`src/rtl/rx_slip_pkg.sv`:
```
// Shared types for the receive slip controller: FSM state encoding and slip
// counter width, imported by rx_slip_ctrl.
package rx_slip_pkg;

    typedef enum logic [1:0] {
        ST_HUNT   = 2'd0,
        ST_SLIP   = 2'd1,
        ST_SETTLE = 2'd2,
        ST_LOCKED = 2'd3
    } rx_slip_state_t;

    localparam int SLIP_CNT_WIDTH = 7;

endpackage

```
`src/rtl/rx_slip_ctrl.sv`:
```
// Receive slip controller between the gearbox and the block-lock FSM: issues slips,
// masks headers while the gearbox settles, counts slips and flags sync failure.
// Optional slip statistics port o_total_slips when RX_SLIP_STATS_EN is defined.
module rx_slip_ctrl
    import rx_slip_pkg::*;
#(
    parameter int HDR_WIDTH     = 2,
    parameter int SETTLE_CYCLES = 4,
    parameter int MAX_SLIPS     = 66
) (
    input  logic                      i_clk,
    input  logic                      i_reset_n,
    input  logic [HDR_WIDTH-1:0]      i_gb_hdr,
    input  logic                      i_gb_hdr_valid,
    input  logic                      i_lock_slip,
    input  logic                      i_block_lock,
    output logic [HDR_WIDTH-1:0]      o_lock_hdr,
    output logic                      o_lock_hdr_valid,
    output logic                      o_gb_slip,
    output logic [SLIP_CNT_WIDTH-1:0] o_slip_cnt,
    output logic                      o_sync_fail
`ifdef RX_SLIP_STATS_EN
    ,
    output logic [15:0]               o_total_slips
`endif
);

    localparam logic [SLIP_CNT_WIDTH-1:0] SLIP_LIMIT  = SLIP_CNT_WIDTH'(MAX_SLIPS);
    localparam logic [3:0]                SETTLE_LAST = 4'(SETTLE_CYCLES - 1);

    rx_slip_state_t            state;
    logic [3:0]                settle_cnt;
    logic [SLIP_CNT_WIDTH-1:0] slip_inc;
    logic                      hdr_pass;

    assign slip_inc = o_slip_cnt + SLIP_CNT_WIDTH'(1);
    assign hdr_pass = (state == ST_HUNT) || (state == ST_LOCKED);

    always_ff @(posedge i_clk or negedge i_reset_n) begin
        if (!i_reset_n) begin
            state            <= ST_HUNT;
            settle_cnt       <= '0;
            o_lock_hdr       <= '0;
            o_lock_hdr_valid <= 1'b0;
            o_gb_slip        <= 1'b0;
            o_slip_cnt       <= '0;
            o_sync_fail      <= 1'b0;
        end else begin
            o_gb_slip   <= 1'b0;
            o_sync_fail <= 1'b0;

            // Headers pass only while the gearbox alignment is stable.
            if (hdr_pass) begin
                o_lock_hdr       <= i_gb_hdr;
                o_lock_hdr_valid <= i_gb_hdr_valid;
            end else begin
                o_lock_hdr_valid <= 1'b0;
            end

            case (state)
                ST_HUNT, ST_LOCKED: begin
                    if (i_lock_slip) begin
                        state     <= ST_SLIP;
                        o_gb_slip <= 1'b1;
                        if (slip_inc == SLIP_LIMIT) begin
                            o_slip_cnt  <= '0;
                            o_sync_fail <= 1'b1;
                        end else begin
                            o_slip_cnt <= slip_inc;
                        end
                    end else if ((state == ST_HUNT) && i_block_lock) begin
                        state      <= ST_LOCKED;
                        o_slip_cnt <= '0;
                    end else if ((state == ST_LOCKED) && !i_block_lock) begin
                        state <= ST_HUNT;
                    end
                end
                ST_SLIP: begin
                    state      <= ST_SETTLE;
                    settle_cnt <= '0;
                end
                ST_SETTLE: begin
                    // Only qualified beats advance the settle count.
                    if (i_gb_hdr_valid) begin
                        if (settle_cnt == SETTLE_LAST) begin
                            state      <= ST_HUNT;
                            settle_cnt <= '0;
                        end else begin
                            settle_cnt <= settle_cnt + 4'd1;
                        end
                    end
                end
                default: state <= ST_HUNT;
            endcase
        end
    end

`ifdef RX_SLIP_STATS_EN
    function automatic logic [15:0] sat_inc16(input logic [15:0] v);
        return (v == 16'hFFFF) ? v : v + 16'd1;
    endfunction

    always_ff @(posedge i_clk or negedge i_reset_n) begin
        if (!i_reset_n) begin
            o_total_slips <= '0;
        end else if (o_gb_slip) begin
            o_total_slips <= sat_inc16(o_total_slips);
        end
    end
`endif

endmodule
```
`config.mk`:
```
export PLATFORM = sky130hd
export DESIGN_NAME = rx_slip_ctrl
export DESIGN_NICKNAME = d
export VERILOG_FILES = /design/src/rtl/rx_slip_pkg.sv /design/src/rtl/rx_slip_ctrl.sv
export SDC_FILE = /design/constraint.sdc
export NUM_CORES = 1
export LEC_CHECK = 0
export ABC_AREA = 1
export CAP_MARGIN = 40
export CORE_MARGIN = 5
export CORE_UTILIZATION = 40
export DETAILED_ROUTE_END_ITERATION = 16
export PLACE_DENSITY_LB_ADDON = 0.25
export SKIP_CTS_REPAIR_TIMING = 1
export SYNTH_ARGS = -nofsm -noshare
export SYNTH_HDL_FRONTEND = slang
export SYNTH_SLANG_ARGS = --single-unit
```
`constraint.sdc`:
```
create_clock -name i_clk -period 1.3 [get_ports i_clk]
set_input_delay 0.13 -clock i_clk [delete_from_list [all_inputs] [get_ports i_clk]]
set_output_delay 0.13 -clock i_clk [all_outputs]
set_load 0.05 [all_outputs]
```
==> flow_summary_export.csv, run 1 <==
group,metric,value,unit
outcome,run_status,"finished with violations",
outcome,failed_checks,"setup timing",
power,power,4.19,mW
cts,insertion_delay,0.30,ns
worst_setup_path,reg2reg_to,"o_slip_cnt[0]$_DFFE_PN0P_",
cells_and_area,stdcell_count,203,
worst_setup_path,worstSetupEndpoint,"o_slip_cnt[0]$_DFFE_PN0P_",
grt,via_count_of_the_first_global_routing_pass,931,
floorplanning,die_h,60.5,um
synth,post_synth.cell_area_avg,7.85,um2
synth,postSynth.topFlopCell,"sky130_fd_sc_hd__dfrtp_1",
power,cell_internal_pwr,2.27,mW
floorplanning,core_area,2450,um2
place,port-buffer-count,18,
synth,netlist-cell-type-count,18,
worst_setup_path,worst-r2r-cell-count,9,
power,power_leakage,0.776,nW
grt,global_route_wire_length_before_repair,4040,um
drt,detail-route-antenna-nets,0,
worst_setup_path,critPathLaunchType,"flip-flop",
cells_and_area,final_core_util,68.5,%
floorplanning,core.rowCount,18,
cells_and_area,design_area,1680,um2
cts,tritoncts.num_buffers,3,
worst_setup_path,end_kind,"flip-flop",
synth,syn-num-nets,144,
synth,asyncSetResetFlopFracSynth,100,%
cts,ctsRootBufferMaster,"sky130_fd_sc_hd__clkbuf_4",
floorplanning,io-pin-count,19,
cts,tritoncts,"yes",
cts,worst_path_clk_slew,0.11,ns
worst_setup_path,r2r_start,"o_slip_cnt[0]$_DFFE_PN0P_",
synth,seq_area_frac_synth,44.1,%
worst_setup_path,worstPathRequired,1.50,ns
grt,number_of_antenna_violations_at_the_first_check_in_global_routing,0,
grt,grt.overflow.total,0,
sta,fin_worst_hold_slack,0.151,ns
sta,post-route-period-util,108,%
drt,initial_drt_pass_iterations,4,
floorplanning,dieArea,3660,um2
synth,synth_edf_count,0,
worst_setup_path,crit_type,"reg -> reg",
place,placed_cell_area,1510,um2
sta,final_critical_path_setup_slack,-0.104,ns
sta,final.min_clock_period,1.40,ns
place,dpl_worst_slack,-0.119,ns
worst_setup_path,regToRegSetupSlack,-0.10,ns
sta,relSlewSlack,82.0,%
synth,synth.area.top_cells,"sky130_fd_sc_hd__dfrtp_1 (44%), sky130_fd_sc_hd__nand2_1 (14%), sky130_fd_sc_hd__ha_1 (8.6%)",
cells_and_area,nNetsFinal,188,
grt,global_route.usage.total,14.6,%
job,drv.max_cap_violation_count,0,
power,ir_drop,0.00155,V
cts,numClockSinks,18,
drt,drc_markers,0,
drt,routed_wl,2500,um
power,power_density_over_the_cells,2490,nW/um2
cells_and_area,n_fill_cell,181,
worst_setup_path,worst_ep_arrival_time,1.60,ns
sta,report.final.hold_viol_count,0,
sta,achievable-frequency,712,MHz
cells_and_area,layout_common_cells,"sky130_fd_sc_hd__nand2_1 (30), sky130_fd_sc_hd__buf_4 (20), sky130_fd_sc_hd__dfrtp_1 (14), sky130_fd_sc_hd__inv_1 (13)",
sta,rsz0062_at_grt,"true",
synth,postSynthRegisterBits,18,
power,fraction_of_power_spent_switching_nets,45.9,%
drt,vias,987,
cts,number_of_h_tree_branching_levels,1,
min_path,hp-class,"in -> async",
worst_setup_path,critPathMaxFanout,5,
sta,fin_worst_skew,0.00251,ns
grt,largest_net_degree_at_the_start_of_global_routing,19,
synth,syn_area,1020,um2
sta,setup_total_negative_slack,-0.342,ns
place,detailed_place_hpwl,1820,um
place,numPlacedInstances,196,
worst_setup_path,worst_setup_path_startpoint,"o_slip_cnt[0]$_DFFE_PN0P_",
drt,dr.first_iter.drc_count,14,
power,power.share.clock,7.2,%
cells_and_area,drive_gt1_share,49.1,%
sta,worst_pin_slew,0.269,ns
drt,via_per_inst,4.86,
synth,yosysTopAreaCell,"sky130_fd_sc_hd__dfrtp_1",
synth,post-synth-top-area-fraction,44.1,%
synth,postSynthCellCount,130,
cells_and_area,syn_to_final_growth,64.7,%
cts,cts.path.max_buffers,2,
floorplanning,dieWidth,60.5,um
drt,wire_per_inst,12.3,um
cells_and_area,commonest_non_fill_non_tap_cell_in_the_layout,"sky130_fd_sc_hd__nand2_1",
place,place_congestion,0.799,
power,share_seq_of_total_power,24.1,%
synth,synth.yosys.warnings,0,
sta,finalMaxSlewViolations,0,
sta,setup_violating_endpoint_count_in_the_final_report,5,
cells_and_area,diodes,0,
power,power_switching,1.93,mW
floorplanning,initial_core_util,41.6,%
power,power.combinational.fraction,68.7,%
-- layer usage --
| metal | track usage, % | up-vias | routed length [um] |
|---|---|---|---|
| li1 | - | 494 | - |
| met1 | 19.4 | 470 | 1090 |
| met2 | 23.1 | 16 | 1270 |
| met3 | 2.55 | 7 | 81 |
| met4 | 7.12 | 0 | 53 |
| met5 | 0 | - | 0 |
-- sequential cells by signal, indices dropped and copies added, names as in the netlist --
register / cells
o_gb_slip: 1
o_lock_hdr: 2
o_lock_hdr_valid: 1
o_slip_cnt: 7
o_sync_fail: 1
settle_cnt: 4
state: 2
-- worst min path at each step --
stage / endpoint
after floorplan: o_gb_slip$_DFF_PN0_
final: o_gb_slip$_DFF_PN0_
after CTS: o_gb_slip$_DFF_PN0_
after global placement: settle_cnt[2]$_DFFE_PN0P_
after global routing: settle_cnt[0]$_DFFE_PN0P_
after detailed placement: settle_cnt[2]$_DFFE_PN0P_
-- cells in the mapped netlist, drive strengths merged, types with 2 or more instances --
| cell | count |
|---|---|
| ha | 7 |
| nand2 | 42 |
| o21ai | 9 |
| inv | 23 |
| nor2 | 11 |
| dfrtp | 18 |
| nand3 | 7 |
| a21oi | 3 |
| o22ai | 5 |
| nand4 | 2 |
-- critical path: stages, from the launching register on --
cell and delay [ns]:
sky130_fd_sc_hd__dfrtp_4 0.51, sky130_fd_sc_hd__ha_4 0.19, sky130_fd_sc_hd__nand2_2 0.07, sky130_fd_sc_hd__nand2_2 0.05
sky130_fd_sc_hd__nor2_2 0.08, sky130_fd_sc_hd__nand2_2 0.08, sky130_fd_sc_hd__nor2_4 0.11, sky130_fd_sc_hd__nand3_4 0.09
sky130_fd_sc_hd__nand2_1 0.07, sky130_fd_sc_hd__nand2_1 0.05
-- area by class of cell --
class                   count  area, um2  share of cell area, %
multi-input cells          88        596                   35.4
clock buffers               4       26.3                   1.56
flip-flops and latches     18        458                   27.2
well taps                  30       37.5                   2.23
inverters                  23       91.3                   5.43
repair buffers             40        473                   28.1
-- cell families after synthesis --
logic type      share of synthesized area [%]
simple gates                             27.6
buf+inv                                  9.19
compound gates                           9.68
flops                                    44.1
fa+ha+maj                                8.58
xor+xnor                                0.858
-- power groups by stage --
stage          combinational [mW]  clock (mW)  sequential (mW)
2_1_floorplan               0.795           0             1.41
3_3_place_gp                 2.39           0             1.00
3_5_place_dp                 2.45           0             1.01
4_1_cts                      2.46       0.316             1.00
5_1_grt                      3.12       0.338             1.05
6_report                     2.88       0.303             1.01
Note: power is estimated with default switching activity, not from simulation.
==> inputs of run 2 (changes only) <==
- CTS_CLUSTER_DIAMETER: default -> 40
==> results of run 2 <==
No change in the layout: final DEF, timing and power equal those of run 1.
